## src/rtl/letc_core_csr_seq.sv

```systemverilog
// LETC Core CSR access sequencer: round-robin arbitration of explicit CSR requests,
// each carried out as an atomic read-modify-write on the CSR file's read and write ports.
module letc_core_csr_seq #(
   parameter int NUM_REQ = 2
) (
   input  logic                  clk,
   input  logic                  rst_n,
   input  logic [NUM_REQ-1:0]    req_valid_i,
   output logic [NUM_REQ-1:0]    req_ready_o,
   input  logic [2*NUM_REQ-1:0]  req_op_i,
   input  logic [12*NUM_REQ-1:0] req_idx_i,
   input  logic [32*NUM_REQ-1:0] req_wdata_i,
   output logic [NUM_REQ-1:0]    rsp_valid_o,
   output logic [31:0]           rsp_rdata_o,
   output logic                  rsp_ill_o,
   output logic                  csr_explicit_ren_o,
   output logic [11:0]           csr_explicit_ridx_o,
   input  logic [31:0]           csr_explicit_rdata_i,
   input  logic                  csr_explicit_rill_i,
   output logic                  csr_explicit_wen_o,
   output logic [11:0]           csr_explicit_widx_o,
   output logic [31:0]           csr_explicit_wdata_o,
   input  logic                  csr_explicit_will_i
);

   localparam int PTR_W = $clog2(NUM_REQ);

   localparam logic [1:0] OP_READ = 2'b00;
   localparam logic [1:0] OP_RW   = 2'b01;
   localparam logic [1:0] OP_RS   = 2'b10;
   localparam logic [1:0] OP_RC   = 2'b11;

   typedef enum logic [1:0] {
      IDLE = 2'd0,
      RD   = 2'd1,
      WR   = 2'd2,
      RSP  = 2'd3
   } state_t;

   state_t             state_q;
   logic [PTR_W-1:0]   ptr_q;
   logic [PTR_W-1:0]   grant_q;
   logic [1:0]         op_q;
   logic [11:0]        idx_q;
   logic [31:0]        opnd_q;
   logic [31:0]        old_q;
   logic               ill_q;
   logic [NUM_REQ-1:0] rsp_valid_q;
   logic [31:0]        rsp_rdata_q;
   logic               rsp_ill_q;

   logic               win_found;
   logic [PTR_W-1:0]   win_idx;
   logic [PTR_W:0]     cand;
   logic [PTR_W-1:0]   ptr_d;
   logic [1:0]         sel_op;
   logic [11:0]        sel_idx;
   logic [31:0]        sel_wdata;
   logic [NUM_REQ-1:0] ready;
   logic [NUM_REQ-1:0] grant_oh;
   logic [31:0]        wdata_d;
   logic               wr_ill_d;

   function automatic logic [31:0] csr_modify(input logic [1:0]  op,
                                              input logic [31:0] old_val,
                                              input logic [31:0] opnd);
      logic [31:0] res;
      case (op)
         OP_RW:   res = opnd;
         OP_RS:   res = old_val | opnd;
         OP_RC:   res = old_val & ~opnd;
         default: res = old_val;
      endcase
      return res;
   endfunction

   // Round-robin search starting at the pointer, wrapping modulo NUM_REQ.
   always_comb begin
      win_found = 1'b0;
      win_idx   = '0;
      cand      = '0;
      for (int k = 0; k < NUM_REQ; k++) begin
         cand = {1'b0, ptr_q} + (PTR_W+1)'(k);
         if (cand >= (PTR_W+1)'(NUM_REQ)) begin
            cand = cand - (PTR_W+1)'(NUM_REQ);
         end
         if (!win_found && req_valid_i[cand[PTR_W-1:0]]) begin
            win_found = 1'b1;
            win_idx   = cand[PTR_W-1:0];
         end
      end
   end

   assign ptr_d = (win_idx == PTR_W'(NUM_REQ - 1)) ? '0 : win_idx + PTR_W'(1);

   always_comb begin
      sel_op    = '0;
      sel_idx   = '0;
      sel_wdata = '0;
      for (int i = 0; i < NUM_REQ; i++) begin
         if (win_idx == PTR_W'(i)) begin
            sel_op    = req_op_i[2*i +: 2];
            sel_idx   = req_idx_i[12*i +: 12];
            sel_wdata = req_wdata_i[32*i +: 32];
         end
      end
   end

   // Ready is also held low while rst_n is asserted so no requester sees an accept in reset.
   always_comb begin
      ready = '0;
      if (rst_n && (state_q == IDLE) && win_found) begin
         ready[win_idx] = 1'b1;
      end
   end

   always_comb begin
      grant_oh = '0;
      grant_oh[grant_q] = 1'b1;
   end

   assign wdata_d  = csr_modify(op_q, old_q, opnd_q);
   assign wr_ill_d = ill_q | csr_explicit_will_i;

   always_ff @(posedge clk or negedge rst_n) begin
      if (!rst_n) begin
         state_q     <= IDLE;
         ptr_q       <= '0;
         grant_q     <= '0;
         op_q        <= '0;
         idx_q       <= '0;
         opnd_q      <= '0;
         old_q       <= '0;
         ill_q       <= 1'b0;
         rsp_valid_q <= '0;
         rsp_rdata_q <= '0;
         rsp_ill_q   <= 1'b0;
      end else begin
         rsp_valid_q <= '0;
         rsp_rdata_q <= '0;
         rsp_ill_q   <= 1'b0;
         case (state_q)
            IDLE: begin
               if (win_found) begin
                  op_q    <= sel_op;
                  idx_q   <= sel_idx;
                  opnd_q  <= sel_wdata;
                  grant_q <= win_idx;
                  ptr_q   <= ptr_d;
                  state_q <= RD;
               end
            end
            RD: begin
               old_q <= csr_explicit_rdata_i;
               ill_q <= csr_explicit_rill_i;
               if (csr_explicit_rill_i || (op_q == OP_READ)) begin
                  state_q     <= RSP;
                  rsp_valid_q <= grant_oh;
                  rsp_rdata_q <= csr_explicit_rill_i ? '0 : csr_explicit_rdata_i;
                  rsp_ill_q   <= csr_explicit_rill_i;
               end else begin
                  state_q <= WR;
               end
            end
            WR: begin
               ill_q       <= wr_ill_d;
               state_q     <= RSP;
               rsp_valid_q <= grant_oh;
               rsp_rdata_q <= wr_ill_d ? '0 : old_q;
               rsp_ill_q   <= wr_ill_d;
            end
            RSP: begin
               state_q <= IDLE;
            end
            default: begin
               state_q <= IDLE;
            end
         endcase
      end
   end

   // CSR port drives decode straight from state so an async reset drops them at once.
   assign csr_explicit_ren_o   = (state_q == RD);
   assign csr_explicit_ridx_o  = (state_q == RD) ? idx_q : '0;
   assign csr_explicit_wen_o   = (state_q == WR);
   assign csr_explicit_widx_o  = (state_q == WR) ? idx_q : '0;
   assign csr_explicit_wdata_o = (state_q == WR) ? wdata_d : '0;

   assign req_ready_o = ready;
   assign rsp_valid_o = rsp_valid_q;
   assign rsp_rdata_o = rsp_rdata_q;
   assign rsp_ill_o   = rsp_ill_q;

endmodule

```

## config.mk

```make
export PLATFORM = sky130hd
export DESIGN_NAME = letc_core_csr_seq
export DESIGN_NICKNAME = d
export VERILOG_FILES = /design/src/rtl/letc_core_csr_seq.sv
export SDC_FILE = /design/constraint.sdc
export NUM_CORES = 1
export LEC_CHECK = 0
export BUFFER_PORTS_ARGS = -buffer_cell sky130_fd_sc_hd__clkbuf_2
export CORE_MARGIN = 1
export CORE_UTILIZATION = 50
export DETAILED_ROUTE_END_ITERATION = 16
export PLACE_DENSITY = 0.81
export RECOVER_POWER = 50
export SLEW_MARGIN = 20
export SYNTH_ARGS = -nofsm -noshare
export SYNTH_HDL_FRONTEND = slang
export SYNTH_SLANG_ARGS = --single-unit
export TNS_END_PERCENT = 100
```

## constraint.sdc

```tcl
create_clock -name clk -period 2.7 [get_ports clk]
set_input_delay 0.54 -clock clk [delete_from_list [all_inputs] [get_ports clk]]
set_output_delay 0.54 -clock clk [all_outputs]
set_load 0.1 [all_outputs]
```

# ---- After elaboration in Yosys (flattened, before gate mapping)
# Index checks and enable logic that the tools add are counted.
dict set report word_totals {
  ff_bits 118
  inputBits 130
  output_inout_bits 95
  elab_cells 80
}
dict set report classes {
  n_addsub 4
  magnitude_cmp 8
  n_eq_ne 7
  muxes 35
  bitwise 4
  reduce_logical 11
}
# op count
set ops {}
lappend ops {{32-bit two-way mux} 5}
lappend ops {{32-bit case mux with 3 select lines} 1}
lappend ops {{32-bit case mux with 2 select lines} 1}
lappend ops {{12-bit two-way mux} 3}
lappend ops {{32-bit bitwise AND} 1}
lappend ops {{32-bit NOT} 1}
lappend ops {{32-bit OR} 1}
lappend ops {{1-bit two-way mux} 15}
lappend ops {{2-bit == test, second input constant} 4}
lappend ops {{1-bit by 2-bit < comparator with 1-bit output, second input constant} 4}
lappend ops {{2-bit two-way mux} 4}
lappend ops {{2-bit case mux with 4 select lines} 1}
lappend ops {{1-bit logical AND} 5}
lappend ops {{2-bit by 1-bit == test with 1-bit output, second input constant} 2}
lappend ops {{2-bit logical NOT} 2}
lappend ops {{1-bit case mux with 2 select lines} 2}
lappend ops {{2-bit case mux with 2 select lines} 1}
lappend ops {{1-bit by 1-bit adder with 2-bit output, second input constant} 1}
lappend ops {{1-bit demux with 1-bit select} 2}
lappend ops {{1-bit >= comparator, second input constant} 2}
lappend ops {{1-bit by 2-bit >= comparator with 1-bit output, second input constant} 1}
lappend ops {{2-bit >= comparator, second input constant} 1}
lappend ops {{2-bit inequality test, second input constant} 1}
lappend ops {{2-bit AND reduction} 1}
lappend ops {{other kinds (6)} 7}

# ---- Depth between registers and ports, before layout
dict set report depth {
  depth_word 13
  depth_mapped 7
  depth_no_buf 5
}

# ---- Worst setup path before layout
# Ideal clock, no wire load.
dict set report synth_path {
  path_type {register to output}
  from {register state_q[1]}
  to {output csr_explicit_ridx_o[10]}
  arrival_time_ns 2.750
  required_time_ns 2.160
  slack_ns -0.590
  stages_incl_launch_ff 7
  path_buffers 3
  cell_sequence {dfrtp_1 > inv_1 > ha_1 > buf_2 > buf_2 > clkbuf_1 > and2_1}
}
dict set report synth_via {
  elab_chain_cells 2
}
# item line_no
set synth_lines {}
lappend synth_lines {{start: declaration} 40} ;# state_t state_q;
lappend synth_lines {{start signal: assignment} 127} ;# state_q <= IDLE;
lappend synth_lines {{start signal: assignment} 150} ;# state_q <= RD;
lappend synth_lines {{start signal: assignment} 157} ;# state_q <= RSP;
lappend synth_lines {{2-bit by 1-bit == test with 1-bit output} --}
lappend synth_lines {{named net csr_explicit_ren_o} 16} ;# output logic csr_explicit_ren_o,
lappend synth_lines {{12-bit two-way mux} 184} ;# assign csr_explicit_ridx_o = (state_q == RD) ? idx_q : '0;
lappend synth_lines {{end: declaration} 17} ;# output logic [11:0] csr_explicit_ridx_o,
# The timed path passes the listed nets, and every way through them passes these cells.

# ---- Worst setup path after layout
dict set report layout_path {
  from {register state_q[0]}
  to {output csr_explicit_widx_o[6]}
}
dict set report layout_via {
  elab_chain_cells 2
}
# item line_no
set layout_lines {}
lappend layout_lines {{2-bit == test} 186} ;# assign csr_explicit_widx_o = (state_q == WR) ? idx_q : '0;
lappend layout_lines {{12-bit two-way mux} 186}
lappend layout_lines {{end: declaration} 21} ;# output logic [11:0] csr_explicit_widx_o,
# Every way passes these cells.

==> flow_summary.ini <==
[placed_design]
io_buffers = 224
place.gp.congestion = 0.914
hpwl_mm = 13.0
pre_cts_slack_ps = 611

[cts]
clock-sinks = 118
htreeDepth = 4
postCtsResizedCells = 0
post_cts_buffers = 0
cts.reportedPaths.clkPinSlew_ps = 50
cts_buffers = 17
cts_hold_buf = 0
cts_tree = done
clockBufferDepth = 2
clockRootBuffer = clkbuf_16
insertion_delay_ps = 410

[critical_path]
timing.critical_path.buf_inv = 3
slowest_delay_ps = 390
crit_slowest_cell = dfrtp_1
start_kind = register
path_max_fanout = 40
crit_chain = inv_1 -> ha_2 -> buf_12 -> and2_1 -> buf_12
end_kind = output pin
required_ps = 2160
critPathTopFamily = buffers and inverters
worst_path_most_repeated_cell = buf_12
criticalPathCategory = register to output pin
worstPathArrival_ps = 1980

[outcome]
violations = capacitance limit, slew limit
outcome = finished, violations left

[global_route]
gr-total-overflow = 0
grt_pass1_vias = 5910
grt_max_degree = 73
antenna_found_initial = 0
grt_pass1_wl_mm = 29.6
grtUsageTotal = 0.307

[route]
vias_per_cell = 6.01
detail-route-antenna-nets = 0
first_pass_iters = 5
num_vias = 5670
wire_per_inst_um = 19.8
drc = 0
dr.first_iter.drc_count = 392
routed_wl_mm = 18.6

[synth]
synth.distinct_cells = 28
ys_warn_count = 0
synth_area_sq_um = 6090
yosys_register_bits = 118
synth_nets = 715
synth_area_leaders = dfrtp_1 48%, a21oi_1 8.1%, a221o_1 7.6%
syn_inst = 581
synth_top_area_frac = 0.485
seq_area_frac_synth = 0.485
synth.avg_cell_area_sq_um = 10.5
yosys.area.top_type = dfrtp_1

[timing]
rsz0062_at_grt = no
finalSetupTns_ps = 0
period_needed_ps = 2520
hold_viol = 0
final.period_utilization = 0.932
fin_worst_skew_ps = 12.3
setup_viol = 0
tightest_slew_ps = 1750
worst_slack_ps = 184
drv_slew = 73
max-slew-margin-rel = -0.166
fmax_mhz = 397

[floorplan]
placementRows = 39
core_region_area_sq_um = 11700
fp.dieW_um = 112
ioPinCount = 225
die_h_um = 112
initial_core_util = 0.522
die-area_sq_um = 12600

[cells_and_area]
areaGrowthSynthToFinish_pct = 42.8
drive_above_1_share = 0.355
final_cell_mix = 130 x clkbuf_2, 117 x dfrtp_1, 99 x a21oi_1
fin_nets = 924
mostFrequentLayoutCell = clkbuf_2
fill_cells = 821
n_antenna_cell = 0

[hold_path]
hold_class = input port to register

[flow_run]
maxCapViolCount = 1
-- synthesized netlist by cell type --
cell type,number
a32oi_1,33
mux2_2,32
nor2_1,35
a21oi_1,99
buf_2,20
buf_4,12
and2_0,28
ha_1,4
o21a_1,32
a221o_1,46
and2_1,44
nor3b_1,1
nor3b_2,1
nor2b_1,32
buf_6,4
a21oi_2,2
o21bai_1,1
nand2_1,6
inv_1,3
a21o_1,2
nand2b_1,2
clkbuf_1,17
nor3_4,1
o21ai_2,1
o21ai_0,3
a21boi_0,1
dfrtp_1,118
or3b_2,1
-- worst paths after layout --
kind                                         from                       end  slack, ps  cells after the start
setup / recovery           state_q[0]$_DFFE_PN0P_    csr_explicit_widx_o[6]        180                      5
hold / removal                     req_wdata_i[6]     opnd_q[6]$_DFFE_PN0P_        360                      2
setup reg to reg           state_q[1]$_DFFE_PN0P_  rsp_valid_o[0]$_DFF_PN0_        340                      5
hold reg to reg               grant_q$_DFFE_PN0P_  rsp_valid_o[0]$_DFF_PN0_        470                      1
max in group asynchronous                   rst_n       op_q[1]$_DFFE_PN0P_        740                      2
min in group asynchronous                   rst_n       grant_q$_DFFE_PN0P_        580                      2
-- stage by stage --
stage / hold slack (ps) / utilization / instances / instance area [sq um]
CTS: 269 / 0.751 / 943 / 8750
floorplan: 244 / - / 581 / 6110
global route: 350 / 0.746 / 943 / 8700
global placement: 442 / 0.702 / 914 / 8190
detailed placement: 467 / 0.702 / 914 / 8190
finish: 361 / 0.746 / 943 / 8700
-- cells by family (layout without fill, tap and decap cells) --
| family | after synthesis | in the layout | synth area share |
|---|---|---|---|
| AND/OR/NAND/NOR | 151 | 151 | 0.142 |
| multiplexers | 32 | 32 | 0.0592 |
| flip-flops | 118 | 118 | 0.485 |
| adder cells (fa/ha/maj) | 4 | 4 | 0.00822 |
| buffers and inverters | 56 | 275 | 0.0509 |
| AO/OA/AOI/OAI | 220 | 220 | 0.255 |
-- worst reg2reg max path: stages (launching register included) --
cell and delay, ps:
dfrtp_1 400, inv_1 140, ha_2 380, clkbuf_1 890, a21oi_1 220, nor3b_1 250
-- area by class of cell --
cell class	count	area (sq um)	share of cell area
clock inverter	4	70.1	0.00806
tap	143	179	0.0206
multi-input combinational	407	2880	0.331
timing repair buffer	243	2110	0.243
sequential	118	2950	0.340
inverter	3	11.3	0.00129
clock buffer	25	495	0.0570
-- routing by layer --
| layer | global-route usage | vias to the layer above | part of all wire |
|---|---|---|---|
| li1 | - | 2553 | - |
| met1 | 0.353 | 2782 | 0.38 |
| met2 | 0.531 | 284 | 0.52 |
| met3 | 0.0772 | 51 | 0.073 |
| met4 | 0.163 | 0 | 0.030 |
| met5 | 0 | - | 0 |
-- flip-flops by register name, summed over array words and instances (netlist names) --
signal and cells:
grant_q 1, rsp_valid_o 2, ill_q 1, opnd_q 32, op_q 2, rsp_rdata_o 32
old_q 32, rsp_ill_o 1, state_q 2, idx_q 12, ptr_q 1
Power is left out: the tool's default activity adds up to more than one toggle a clock period on the data nets, which glitch-free logic cannot reach.
